$ cat config.mk
export PLATFORM = sky130hd
export DESIGN_NAME = bcd_to_unsigned_flat
export DESIGN_NICKNAME = d
export VERILOG_FILES = /design/src/rtl/bcd_to_unsigned_if.sv /design/src/rtl/bcd_to_unsigned.sv /design/src/flat_wrapper.sv
export SDC_FILE = /design/constraint.sdc
export NUM_CORES = 1
export LEC_CHECK = 0
export BUFFER_PORTS_ARGS = -buffer_cell sky130_fd_sc_hd__buf_2
export CAP_MARGIN = 20
export CELL_PAD_IN_SITES_DETAIL_PLACEMENT = 1
export CELL_PAD_IN_SITES_GLOBAL_PLACEMENT = 2
export CORE_ASPECT_RATIO = 0.7
export CORE_MARGIN = 5
export CORE_UTILIZATION = 35
export DETAILED_ROUTE_END_ITERATION = 8
export HOLD_SLACK_MARGIN = 0.12
export PLACE_DENSITY = 0.77
export SYNTH_ARGS = -nofsm -noshare
export SYNTH_HDL_FRONTEND = slang
export SYNTH_SLANG_ARGS = --single-unit
export TNS_END_PERCENT = 1
$ cat constraint.sdc
create_clock -name clk -period 1.5 [get_ports clk]
set_input_delay 0 -clock clk [delete_from_list [all_inputs] [get_ports clk]]
set_output_delay 0 -clock clk [all_outputs]
set_load 0.02 [all_outputs]
$ cat src/rtl/bcd_to_unsigned_if.sv
// Handshake bundle for bcd_to_unsigned: start/capture on the master side,
// status and result on the slave side.
interface bcd_to_unsigned_if #(
  parameter int DIGITS    = 8,
  parameter int OUT_WIDTH = 32
);
  logic                  trigger;
  logic [4*DIGITS-1:0]   bcd;
  logic                  idle;
  logic                  valid;
  logic [OUT_WIDTH-1:0]  out;
  logic                  error;

  modport master (output trigger, bcd, input idle, valid, out, error);
  modport slave  (input trigger, bcd, output idle, valid, out, error);
endinterface

$ cat src/rtl/bcd_to_unsigned.sv
// Sequential BCD-to-binary decoder (reverse double-dabble).
// One shift-and-correct step per clock, 4*DIGITS steps per conversion.
// Optional macro BCD_CHECK_EN: reject captured digits > 9, pulsing valid with
// error=1 after two cycles and leaving out untouched. Without it, error stays 0.
module bcd_to_unsigned #(
  parameter int DIGITS    = 8,
  parameter int OUT_WIDTH = 32
) (
  input  logic               clk,
  input  logic               rst,
  bcd_to_unsigned_if.slave   bus
);
  localparam int              BW   = 4 * DIGITS;
  localparam int              CW   = $clog2(BW + 1);
  localparam logic [CW-1:0]   LAST = CW'(BW - 1);

  typedef enum logic [1:0] {S_IDLE, S_SHIFT, S_DONE} state_t;

  state_t                r_state;
  logic [BW-1:0]         r_sr_bcd;
  logic [BW-1:0]         r_sr_bin;
  logic [CW-1:0]         r_cnt;
  logic                  r_idle;
  logic                  r_valid;
  logic                  r_error;
  logic [OUT_WIDTH-1:0]  r_out;

  logic [BW-1:0]         w_bcd_shift;
  logic [BW-1:0]         w_bcd_next;
  logic [BW-1:0]         w_bin_next;

  // One reverse double-dabble step: shift right across bcd:bin, then fix every digit >= 8.
  always_comb begin
    // NOTE: every always_comb output gets a default first so no path leaves it unassigned (no latch).
    w_bcd_shift = r_sr_bcd >> 1;
    w_bin_next  = {r_sr_bcd[0], r_sr_bin[BW-1:1]};
    w_bcd_next  = w_bcd_shift;
    for (int d = 0; d < DIGITS; d++) begin
      if (w_bcd_shift[4*d +: 4] >= 4'd8) begin
        w_bcd_next[4*d +: 4] = w_bcd_shift[4*d +: 4] - 4'd3;
      end
    end
  end

`ifdef BCD_CHECK_EN
  logic w_bad;
  logic r_bad;

  // Flag any input digit above 9 so the conversion can be rejected at capture.
  always_comb begin
    w_bad = 1'b0;
    for (int d = 0; d < DIGITS; d++) begin
      if (bus.bcd[4*d +: 4] > 4'd9) w_bad = 1'b1;
    end
  end
`endif

  // Control FSM and datapath: IDLE -> SHIFT -> DONE -> IDLE, all outputs registered.
  always_ff @(posedge clk) begin
    // NOTE: sequential state uses non-blocking assignments so every register samples pre-edge values.
    if (rst) begin
      r_state  <= S_IDLE;
      r_idle   <= 1'b1;
      r_valid  <= 1'b0;
      r_out    <= '0;
      r_error  <= 1'b0;
      r_sr_bcd <= '0;
      r_sr_bin <= '0;
      r_cnt    <= '0;
`ifdef BCD_CHECK_EN
      r_bad    <= 1'b0;
`endif
    end else begin
      r_valid <= 1'b0;
      case (r_state)
        S_IDLE: begin
          if (bus.trigger) begin
            r_sr_bcd <= bus.bcd;
            r_sr_bin <= '0;
            r_cnt    <= '0;
            r_idle   <= 1'b0;
`ifdef BCD_CHECK_EN
            r_bad    <= w_bad;
            r_state  <= w_bad ? S_DONE : S_SHIFT;
`else
            r_state  <= S_SHIFT;
`endif
          end
        end
        S_SHIFT: begin
          r_sr_bcd <= w_bcd_next;
          r_sr_bin <= w_bin_next;
          r_cnt    <= r_cnt + 1'b1;
          if (r_cnt == LAST) r_state <= S_DONE;
        end
        S_DONE: begin
          r_valid <= 1'b1;
          r_idle  <= 1'b1;
          r_state <= S_IDLE;
`ifdef BCD_CHECK_EN
          if (r_bad) begin
            r_error <= 1'b1;
          end else begin
            r_error <= 1'b0;
            r_out   <= OUT_WIDTH'(r_sr_bin);
          end
`else
          r_error <= 1'b0;
          r_out   <= OUT_WIDTH'(r_sr_bin);
`endif
        end
        default: r_state <= S_IDLE;
      endcase
    end
  end

  assign bus.idle  = r_idle;
  assign bus.valid = r_valid;
  assign bus.out   = r_out;
  assign bus.error = r_error;
endmodule

$ cat src/flat_wrapper.sv
// flat-port wrapper written by rule: the top's interface ports become plain ports
module bcd_to_unsigned_flat 
#(
  parameter int DIGITS    = 8,
  parameter int OUT_WIDTH = 32
)
  (clk, rst, bus_trigger, bus_bcd, bus_idle, bus_valid, bus_out, bus_error);
  bcd_to_unsigned_if #(.DIGITS(DIGITS), .OUT_WIDTH(OUT_WIDTH)) bus_i ();
  input  logic clk;
  input  logic rst;
  input wire logic [$bits(bus_i.trigger)-1:0] bus_trigger;
  input wire logic [$bits(bus_i.bcd)-1:0] bus_bcd;
  output wire logic [$bits(bus_i.idle)-1:0] bus_idle;
  output wire logic [$bits(bus_i.valid)-1:0] bus_valid;
  output wire logic [$bits(bus_i.out)-1:0] bus_out;
  output wire logic [$bits(bus_i.error)-1:0] bus_error;
  assign bus_i.trigger = bus_trigger;
  assign bus_i.bcd = bus_bcd;
  assign bus_idle = bus_i.idle;
  assign bus_valid = bus_i.valid;
  assign bus_out = bus_i.out;
  assign bus_error = bus_i.error;
  bcd_to_unsigned #(.DIGITS(DIGITS), .OUT_WIDTH(OUT_WIDTH)) u_core (.clk(clk), .rst(rst), .bus(bus_i));
endmodule
==> out/metrics.yaml, run 1 <==
synth:
  synth_edf_count: 0
  ys_types: 34
  async_reset_ff_share_pct: 0
  synth.avg_cell_area_sq_um: 9.517
  synth.yosys.warnings: 0
  netlist_area_sq_mm: 0.004397
  netlist_instances: 462
  synth-seq-cells: 106
  yosysSeqAreaShare_pct: 48.26
  synth_flop_cell: "dfxtp_1"
  syn-num-nets: 512
outcome:
  status: "complete, no violations"
sta:
  setup_viol: 0
  max_freq_mhz: 712.0
  rsz0062_at_grt: "no"
  final_hold_viol_count: 0
  finalCritPeriodShare_pct: 93.64
  fin_tns_setup_ns: 0
  clock_skew_ns: 0.009676
  slew_violations: 0
  finalCriticalPeriod_ns: 1.405
clock_network:
  htreeDepth: 3
  clk_pin_slew_ns: 0.07
  cts_buffer_depth: 2
  cts_tree: "done"
  cts.sinks: 106
  clk_latency_ns: 0.35
  numCtsBuffers: 9
  cts-root-buf: "clkbuf_16"
pwr:
  p_leak_nw: 2.342
  p_total_mw: 6.017
  ir_worst_vdd_mv: 0.5493
  power-per-cell-area_mw_per_mm2: 1083
hold_path:
  holdPathStages: 5
  hold_path_class: "in -> reg"
floorplan:
  die_y_um: 103.8
  start_util_pct: 35.52
  dieArea_sq_mm: 0.01494
  pin_count: 70
  die_w_um: 144.0
  core_sq_mm: 0.01238
  num_rows: 34
setup_path:
  slowest_stage: "or2_2"
  crit_buf_inv: 0
  cp_top_family: "simple AND/OR/NAND/NOR gates"
  start_kind: "flop"
  crit_cells: 4
  critical_path_required_ns: 1.72
  endpoint_kind: "flop"
  path_class: "reg -> reg"
  r2r_cells: 4
  critPathArrivalTime_ns: 1.62
  worstPathCellList: "nor2_1 > or2_2 > o21ai_0 > a21oi_1"
  cp_max_fo: 11
  slowest_delay_ns: 0.44
drt:
  postRouteAntennaNets: 0
  wl_per_cell_um: 17.27
  drtIter0Drc: 181
  vias_per_cell: 5.261
  firstDrtPassIters: 4
  drc: 0
  vias: 3793
  drt-total-wl_um: 12450
global_route:
  grt_pass1_vias: 3913
  grt_overflow: 0
  antenna_found_initial: 0
  grt_start_max_net_pins: 34
  grt_use_total_pct: 17.29
  grt_pass1_wl_um: 20810
layout:
  area_growth_pct: 26.35
  fin_nets: 604
  antennaDiodeCount: 0
  drive_gt1_share_pct: 20.93
place:
  numPortBuffers: 68
  place_congestion: 0.7678
  dpl.hpwl_um: 8219
job:
  max-cap-violations: 0
metal layers:
layer	global-route usage (%)	vias up	share of wire [%]
met4	3.831	0	0.95
met1	24.32	1890	50
met5	0	-	0
met2	27.06	46	46
li1	-	1846	-
met3	3.869	11	2.9
worst register-to-register path, stage by stage (launching register included):
cell     delay [ns]
dfxtp_1        0.43
nor2_1         0.11
or2_2          0.44
o21ai_0        0.21
a21oi_1        0.09
power breakdown:
group	total (mW)	switching [mW]	internal (mW)	leakage (nW)
clock network	2.33	1.16	1.17	0.146
logic	0.679	0.369	0.310	1.33
registers	3.01	0.110	2.89	0.861
synthesized netlist by cell type (all sizes together), types with 4 or more instances:
cell     number  area, sq um
a21oi        40        204.0
a221oi        7        61.31
a22o         65        569.3
a2bb2oi       6        52.55
buf          29        157.7
clkbuf        9        33.78
dfxtp       106         2122
ha           15        187.7
inv          16        60.06
nand2        19        71.32
nand2b       18        112.6
nand3         8        40.04
nand3b        8        60.06
nor2         47        183.9
nor3          7        35.03
nor4          4        25.02
o211ai       14        105.1
o21ai         9        45.04
o22ai         8        50.05
xnor2         7        61.31
xor2          7        61.31
through the flow:
step	area (sq um)	utilization (%)	hold WS [ns]	instances	setup WS, ns
6_report	5555	44.88	0.1268	721	0.09544
3_5_place_dp	4969	40.14	0.2618	677	0.05202
3_3_place_gp	4969	40.14	0.2488	677	0.1924
4_1_cts	5547	44.80	0.1251	721	0.03453
5_1_grt	5555	44.88	0.1755	721	0.002033
2_1_floorplan	4397	-	0.1483	462	0.1803
layout by cell type (no fill, tap or decap), types with 4 or more instances in the layout:
master,netlist,layout
dlygate4sd3_1,0,28
nand3b_1,8,8
nor3_1,7,7
nor2_1,44,44
a2bb2oi_1,6,6
nand2_1,19,19
nand3_1,8,8
a21oi_1,39,38
o211ai_1,14,14
inv_1,16,16
clkbuf_16,0,9
o21ai_0,9,8
a221oi_1,7,7
xnor2_1,7,7
a22o_1,65,65
dfxtp_1,106,106
o22ai_1,8,8
buf_2,24,68
nand2b_1,18,17
ha_1,15,15
xor2_1,7,7
buf_4,5,19
nor4_1,4,4
sequential cells by signal (all words and copies together) (netlist names):
register / cells
u_core.bus.out: 32
u_core.r_sr_bcd: 32
u_core.r_sr_bin: 32
u_core.r_cnt: 6
u_core.r_state: 2
u_core.bus.idle: 1
u_core.bus.valid: 1
path summary, 6_finish.rpt:
| kind | from | slack (ns) | to |
|---|---|---|---|
| setup reg to reg | u_core.r_state[0]$_SDFFE_PP0P_ | 0.1 | u_core.r_cnt[2]$_SDFFE_PP0P_ |
| hold / removal | bus_bcd[0] | 0.13 | u_core.r_sr_bcd[0]$_SDFFE_PP0P_ |
| setup / recovery | u_core.r_state[0]$_SDFFE_PP0P_ | 0.1 | u_core.r_cnt[2]$_SDFFE_PP0P_ |
| hold reg to reg | u_core.bus.out[0]$_SDFFE_PP0P_ | 0.48 | u_core.bus.out[0]$_SDFFE_PP0P_ |
kinds of logic (layout without fill, tap and decap cells):
logic type | Yosys count | after routing | share of synthesized area [%]
compound gates | 154 | 154 | 25.61
simple gates | 118 | 118 | 13.26
flops | 106 | 106 | 48.26
buf+inv | 54 | 151 | 5.720
fa+ha+maj | 15 | 15 | 4.269
xor+xnor | 14 | 14 | 2.789
other cells | 1 | 1 | 0.08529
what timing repair did:
action,in CTS,in global routing
endpoints found under the setup margin,0,10
setup buffers,0,0
hold buffers,28,0
gates resized for setup,0,4
endpoints found under the hold margin,30,0
final cells by class:
| type | instances | area (sq um) |
|---|---|---|
| clock buffer | 9 | 225.2 |
| clock inverter | 7 | 72.57 |
| fill | 1399 | 6824 |
| inverter | 16 | 60.06 |
| multi-input combinational | 302 | 2038 |
| sequential | 106 | 2122 |
| tap | 162 | 202.7 |
| timing repair buffer | 119 | 834.6 |
(Power assumes the default switching activity.)
==> inputs of run 2 (changes only) <==
--- a/config.mk
+++ b/config.mk
@@ -9,7 +9,7 @@
 export CAP_MARGIN = 20
 export CELL_PAD_IN_SITES_DETAIL_PLACEMENT = 1
 export CELL_PAD_IN_SITES_GLOBAL_PLACEMENT = 2
-export CORE_ASPECT_RATIO = 0.7
+export CORE_ASPECT_RATIO = 0.8
 export CORE_MARGIN = 5
 export CORE_UTILIZATION = 35
 export DETAILED_ROUTE_END_ITERATION = 8
==> run 2 against run 1 <==
  * Via count down 1.1%
  * Register-to-register slack better by 0.03 ns
  * Final cell count up 1.2%
  * Total power down 0.49%
  * Global-route usage down 0.65 points
  * Sequential power about the same
  * Cell area up 0.38%
  * Sequential share of layout area down 0.12 points
  * Critical path type unchanged
  * Critical endpoint is now u_core.r_sr_bcd[9]$_SDFFE_PP0P_
  * Largest power group unchanged
  * Highest routed layer unchanged
==> out/metrics.yaml, run 2 (synthesized netlist as in run 1, its figures left out) <==
setup_path:
  cp_max_fo: 15  # was 11
  r2r_cells: 5  # was 4
  r2r_setup_slack_ns: 0.13  # was 0.1 ns
  critPathArrivalTime_ns: 1.60  # was 1.62 ns
  path_class: "reg -> reg"  # unchanged
  timing.rr.end: "u_core.r_sr_bcd[9]$_SDFFE_PP0P_"  # was u_core.r_cnt[2]$_SDFFE_PP0P_
  r2r-start: "u_core.r_state[0]$_SDFFE_PP0P_"  # unchanged
  endpoint_kind: "flop"  # unchanged
  start_kind: "flop"  # unchanged
  critical_path_required_ns: 1.73  # was 1.72 ns
place:
  place_congestion: 0.7312  # was 0.7678
  placedCellCount: 683  # was 677
  numPortBuffers: 68  # unchanged
  post-place-ws_ns: 0.02386  # was 0.05202 ns
  dpl.hpwl_um: 7951  # was 8219 um
  placed_area_sq_mm: 0.004970  # was 0.004969 sq mm
hold_path:
  hp-start: "bus_bcd[8]"  # was bus_bcd[0]
  hold_end: "u_core.r_sr_bcd[8]$_SDFFE_PP0P_"  # was u_core.r_sr_bcd[0]$_SDFFE_PP0P_
  holdPathStages: 5  # unchanged
  hold_path_class: "in -> reg"  # unchanged
clock_network:
  clk_pin_slew_ns: 0.07  # about the same
  htreeDepth: 3  # unchanged
  numCtsBuffers: 9  # unchanged
  clk_latency_ns: 0.34  # was 0.35 ns
  cts_buffer_depth: 2  # unchanged
  cts.sinks: 106  # unchanged
  postCtsSetupBuffers: 0  # unchanged
  cts_tree: "done"  # unchanged
  cts-root-buf: "clkbuf_16"  # unchanged
sta:
  slew_violations: 0  # unchanged
  finalCritPeriodShare_pct: 91.57  # was 93.64%
  setup_viol: 0  # unchanged
  finalCriticalPeriod_ns: 1.374  # was 1.405 ns
  final_hold_viol_count: 0  # unchanged
  max_freq_mhz: 728.0  # was 712.0 MHz
  rsz0062_at_grt: "no"  # unchanged
  setup_ws_ns: 0.1264  # was 0.09544 ns
  clock_skew_ns: 0.008608  # was 0.009676 ns
  fin_tns_setup_ns: 0  # unchanged
floorplan:
  pin_count: 70  # unchanged
  die_y_um: 110.2  # was 103.8 um
  num_rows: 36  # was 34
  dieArea_sq_mm: 0.01492  # was 0.01494 sq mm
  die_w_um: 135.3  # was 144.0 um
  start_util_pct: 35.89  # was 35.52%
  core_sq_mm: 0.01225  # was 0.01238 sq mm
pwr:
  p_leak_nw: 2.329  # was 2.342 nW
  ir_worst_vdd_mv: 0.6006  # was 0.5493 mV
  power-per-cell-area_mw_per_mm2: 1074  # was 1083 mW/mm^2
layout:
  drive_gt1_share_pct: 20.57  # was 20.93%
  antennaDiodeCount: 0  # unchanged
  design_area_sq_mm: 0.005577  # was 0.005555 sq mm
  fill_cells: 1428  # was 1399
  final_cell_mix: "105 x dfxtp_1, 68 x buf_2, 65 x a22o_1, 44 x nor2_1, 38 x a21oi_1"  # was 106 x dfxtp_1, 68 x buf_2, 65 x a22o_1, 44 x nor2_1, 38 x a21oi_1
  fin_nets: 604  # unchanged
  layout_commonest_cell: "dfxtp_1"  # unchanged
  multi_input_area_sq_mm: 0.002041  # was 0.002038 sq mm
  area_growth_pct: 26.84  # was 26.35%
  seq_area_sq_mm: 0.002123  # was 0.002122 sq mm
  fin_cells: 730  # was 721
drt:
  firstDrtPassIters: 4  # unchanged
  postRouteAntennaNets: 0  # unchanged
  drc: 0  # unchanged
  wl_per_cell_um: 16.35  # was 17.27 um
  drt-total-wl_um: 11940  # was 12450 um
  vias: 3750  # was 3793
  drtIter0Drc: 181  # unchanged
  vias_per_cell: 5.137  # was 5.261
global_route:
  grt_pass1_vias: 3859  # was 3913
  grt_pass1_wl_um: 20020  # was 20810 um
  grt_overflow: 0  # unchanged
  antenna_found_initial: 0  # unchanged
  grt_use_total_pct: 16.64  # was 17.29%
  grt_start_max_net_pins: 34  # unchanged
outcome:
  status: "complete, no violations"  # unchanged
job:
  max-cap-violations: 0  # unchanged
==> run 2: cell count changes in the layout (fill, tap and decap cells not counted), sizes merged <==
cell	delta
clkinvlp	+2
inv	-1
clkbuf	+1
clkinv	-2
dlygate4sd3	+3
buf	-3
==> run 2: cell type report <==
type / count / share of cell area, %
clock buffer: 10 / 4.285
clock inverter: 6 / 0.8750
inverter: 16 / 1.077
multi-input combinational: 302 / 36.59
sequential: 106 / 38.07
tap: 171 / 3.837
timing repair buffer: 119 / 15.26
==> run 2: timing repair <==
| item | 4_1_cts | 5_1_grt |
|---|---|---|
| hold buffers | 31 | 0 |
| hold endpoints to repair | 31 | 0 |
| gates resized for setup | 0 | 4 |
| endpoints found under the setup margin | 0 | 47 |
==> run 2: critical path, stage by stage, from the launching register on <==
cell      delay, ns
dfxtp_1        0.44
nor2b_1        0.21
buf_4          0.26
o211ai_1       0.13
o211ai_1       0.12
a21oi_1        0.10
==> run 2: power breakdown <==
group | switching, mW | leakage [nW] | internal (mW)
Clock | 1.11 | 0.137 | 1.19
Sequential | 0.107 | 0.861 | 2.90
Combinational | 0.365 | 1.33 | 0.319
==> run 2: per-layer routing <==
layer  vias to the layer above  wire length (um)  track usage [%]
met5                         -                 0                0
met4                         0                68            3.022
met3                         7               315            3.176
met2                        45              5677            27.88
met1                      1860              5875            22.73
li1                       1838                 -                -
==> run 2: worst max-delay path by stage <==
stage                                         from                          endpoint  slack [ns]  cells after the start
floorplan           u_core.r_state[0]$_SDFFE_PP0P_      u_core.r_cnt[5]$_SDFFE_PP0P_        0.18                      5
global placement    u_core.r_state[0]$_SDFFE_PP0P_  u_core.r_sr_bcd[23]$_SDFFE_PP0P_        0.07                      5
detailed placement  u_core.r_state[0]$_SDFFE_PP0P_  u_core.r_sr_bcd[11]$_SDFFE_PP0P_        0.02                      5
CTS                 u_core.r_state[0]$_SDFFE_PP0P_  u_core.r_sr_bcd[11]$_SDFFE_PP0P_        0.01                      5
global route        u_core.r_state[0]$_SDFFE_PP0P_   u_core.r_sr_bcd[9]$_SDFFE_PP0P_        0.02                      5
finish              u_core.r_state[0]$_SDFFE_PP0P_   u_core.r_sr_bcd[9]$_SDFFE_PP0P_        0.13                      5
==> run 2: stage by stage <==
stage | utilization [%] | hold slack (ns) | power, mW
after floorplan | - | 0.1483 | 3.465
after global placement | 40.56 | 0.2519 | 3.661
after detailed placement | 40.56 | 0.2754 | 3.689
after CTS | 45.45 | 0.1228 | 6.053
after global routing | 45.52 | 0.1875 | 6.250
final | 45.52 | 0.1484 | 5.987
==> inputs of run 3 (changes only) <==
--- a/config.mk
+++ b/config.mk
@@ -5,6 +5,7 @@
 export SDC_FILE = /design/constraint.sdc
 export NUM_CORES = 1
 export LEC_CHECK = 0
+export ABC_AREA = 0
 export BUFFER_PORTS_ARGS = -buffer_cell sky130_fd_sc_hd__buf_2
 export CAP_MARGIN = 20
 export CELL_PAD_IN_SITES_DETAIL_PLACEMENT = 1
@@ -13,8 +14,8 @@
 export CORE_MARGIN = 5
 export CORE_UTILIZATION = 35
 export DETAILED_ROUTE_END_ITERATION = 8
-export HOLD_SLACK_MARGIN = 0.12
 export PLACE_DENSITY = 0.77
+export RECOVER_POWER = 25
 export SYNTH_ARGS = -nofsm -noshare
 export SYNTH_HDL_FRONTEND = slang
 export SYNTH_SLANG_ARGS = --single-unit
==> run 3 against run 2 <==
  * Global-route usage down 0.42 points
  * Non-clock buffer count down 16
  * Total power down 0.66%
  * Cell area down 3.6%
  * Clock skew about the same
  * Sequential share of layout area up 1.4 points
  * Routed wire length down 1.8%
  * Register-to-register slack about the same
  * Setup slack better by 0.0020 ns
  * Combinational power down 5.1%
  * Critical path depth unchanged
  * Sequential power about the same
==> out/metrics.yaml, run 3 (synthesized netlist as in run 1, its figures left out) <==
outcome:
  status: "complete, no violations"  # unchanged
sta:
  setup_viol: 0  # unchanged
  fin_tns_setup_ns: 0  # unchanged
  finalCriticalPeriod_ns: 1.372  # was 1.374 ns
  rsz0062_at_grt: "no"  # unchanged
  max_freq_mhz: 729.1  # was 728.0 MHz
  slew_violations: 0  # unchanged
  finalCritPeriodShare_pct: 91.43  # was 91.57%
  final_hold_viol_count: 0  # unchanged
  clock_skew_ns: 0.008374  # was 0.008608 ns
drt:
  vias: 3707  # was 3750
  drc: 0  # unchanged
  firstDrtPassIters: 4  # unchanged
  postRouteAntennaNets: 0  # unchanged
  drt-total-wl_um: 11730  # was 11940 um
  wl_per_cell_um: 16.42  # was 16.35 um
  drtIter0Drc: 156  # was 181
  vias_per_cell: 5.192  # was 5.137
pwr:
  p_total_mw: 5.948  # was 5.987 mW
  ir_worst_vdd_mv: 0.5989  # was 0.6006 mV
  power-per-cell-area_mw_per_mm2: 1107  # was 1074 mW/mm^2
  p_leak_nw: 2.115  # was 2.329 nW
clock_network:
  cts.sinks: 106  # unchanged
  numCtsBuffers: 9  # unchanged
  clk_latency_ns: 0.34  # about the same
  postCtsSetupBuffers: 0  # unchanged
  cts_tree: "done"  # unchanged
  cts-root-buf: "clkbuf_16"  # unchanged
  cts_buffer_depth: 2  # unchanged
  clk_pin_slew_ns: 0.07  # about the same
  htreeDepth: 3  # unchanged
setup_path:
  cp_max_fo: 15  # unchanged
  start_kind: "flop"  # unchanged
  r2r_cells: 5  # unchanged
  endpoint_kind: "flop"  # unchanged
  r2r-start: "u_core.r_state[0]$_SDFFE_PP0P_"  # unchanged
  startpoint: "u_core.r_state[0]$_SDFFE_PP0P_"  # unchanged
  path_class: "reg -> reg"  # unchanged
  critPathArrivalTime_ns: 1.60  # about the same
  critical_path_required_ns: 1.73  # about the same
layout:
  drive_gt1_share_pct: 14.92  # was 20.57%
  area_growth_pct: 22.23  # was 26.84%
  antennaDiodeCount: 0  # unchanged
  layout_commonest_cell: "dfxtp_1"  # unchanged
  fin_nets: 588  # was 604
  fin_cells: 714  # was 730
  final_cell_mix: "105 x dfxtp_1, 65 x a22o_1, 44 x nor2_1, 38 x a21oi_1"  # was 105 x dfxtp_1, 68 x buf_2, 65 x a22o_1, 44 x nor2_1, 38 x a21oi_1
hold_path:
  hp-start: "bus_bcd[25]"  # was bus_bcd[8]
  hold_path_class: "in -> reg"  # unchanged
  holdPathStages: 3  # was 5
place:
  numPortBuffers: 68  # unchanged
  place_congestion: 0.7312  # unchanged
  dpl.hpwl_um: 7951  # unchanged
  placedCellCount: 683  # unchanged
global_route:
  grt_overflow: 0  # unchanged
  grt_start_max_net_pins: 34  # unchanged
  grt_pass1_vias: 3744  # was 3859
  grt_pass1_wl_um: 19490  # was 20020 um
  grt_use_total_pct: 16.22  # was 16.64%
  antenna_found_initial: 0  # unchanged
floorplan:
  num_rows: 36  # unchanged
  core_sq_mm: 0.01225  # unchanged
  start_util_pct: 35.89  # unchanged
  dieArea_sq_mm: 0.01492  # unchanged
  pin_count: 70  # unchanged
  die_w_um: 135.3  # unchanged
  die_y_um: 110.2  # unchanged
job:
  max-cap-violations: 0  # unchanged
[run 3: cell types whose count changed in the layout (fill, tap and decap cells not counted)]
| cell | delta |
|---|---|
| clkbuf_1 | +34 |
| buf_2 | -34 |
| dlygate4sd3_1 | -16 |
[run 3: worst max-delay path, cell delays in order, from the launching register on]
cell and delay, ns:
dfxtp_1 0.44, nor2b_1 0.21, buf_4 0.26, o211ai_1 0.13, o211ai_1 0.12, a21oi_1 0.10
[run 3: path summary, 6_finish.rpt]
| check | to | slack, ns |
|---|---|---|
| setup reg to reg | u_core.r_sr_bcd[9]$_SDFFE_PP0P_ | 0.13 |
| hold / removal | u_core.r_sr_bcd[25]$_SDFFE_PP0P_ | 0.02 |
| hold reg to reg | u_core.bus.idle$_SDFFE_PP1P_ | 0.46 |
| setup / recovery | u_core.r_sr_bcd[9]$_SDFFE_PP0P_ | 0.13 |
[run 3: area by class of cell]
class	instances	area [sq um]
fillers	1443	6878
flip-flops and latches	106	2123
multi-input cells	302	2041
repair buffers	103	648.1
clock buffers	10	239.0
well taps	171	214.0
inverters	16	60.06
clock inverters	6	48.80
[run 3: where the power goes]
group | total [mW] | internal [mW] | leakage [nW] | switching (mW)
Sequential | 3.00 | 2.90 | 0.861 | 0.106
Combinational | 0.649 | 0.291 | 1.12 | 0.358
Clock | 2.30 | 1.19 | 0.137 | 1.11
Total | 5.95 | 4.38 | 2.11 | 1.57
[run 3: repair_timing]
item / 4_1_cts / 5_1_grt
hold endpoints to repair: 15 / 0
hold buffers: 15 / 0
endpoints found under the setup margin: 0 / 46
gates resized for setup: 0 / 4
[run 3: metal layers]
layer / part of all wire (%) / wire [um] / vias to the layer above / GRT usage, %
met2: 47 / 5503 / 47 / 26.74
met5: 0 / 0 / - / 0
li1: - / - / 1808 / -
met1: 49 / 5790 / 1845 / 22.31
met4: 0.61 / 71 / 0 / 3.022
met3: 3.1 / 360 / 7 / 3.358
[run 3: stage by stage]
step	setup slack, ns	utilization, %	area, sq um	hold slack [ns]
4_1_cts	0.01386	44.14	5408	0.005507
6_report	0.1285	43.86	5374	0.01934
3_5_place_dp	0.02386	40.56	4970	0.2754
5_1_grt	0.01788	43.86	5374	0.02475
3_3_place_gp	0.06818	40.56	4970	0.2519
2_1_floorplan	0.1803	-	4397	0.1483
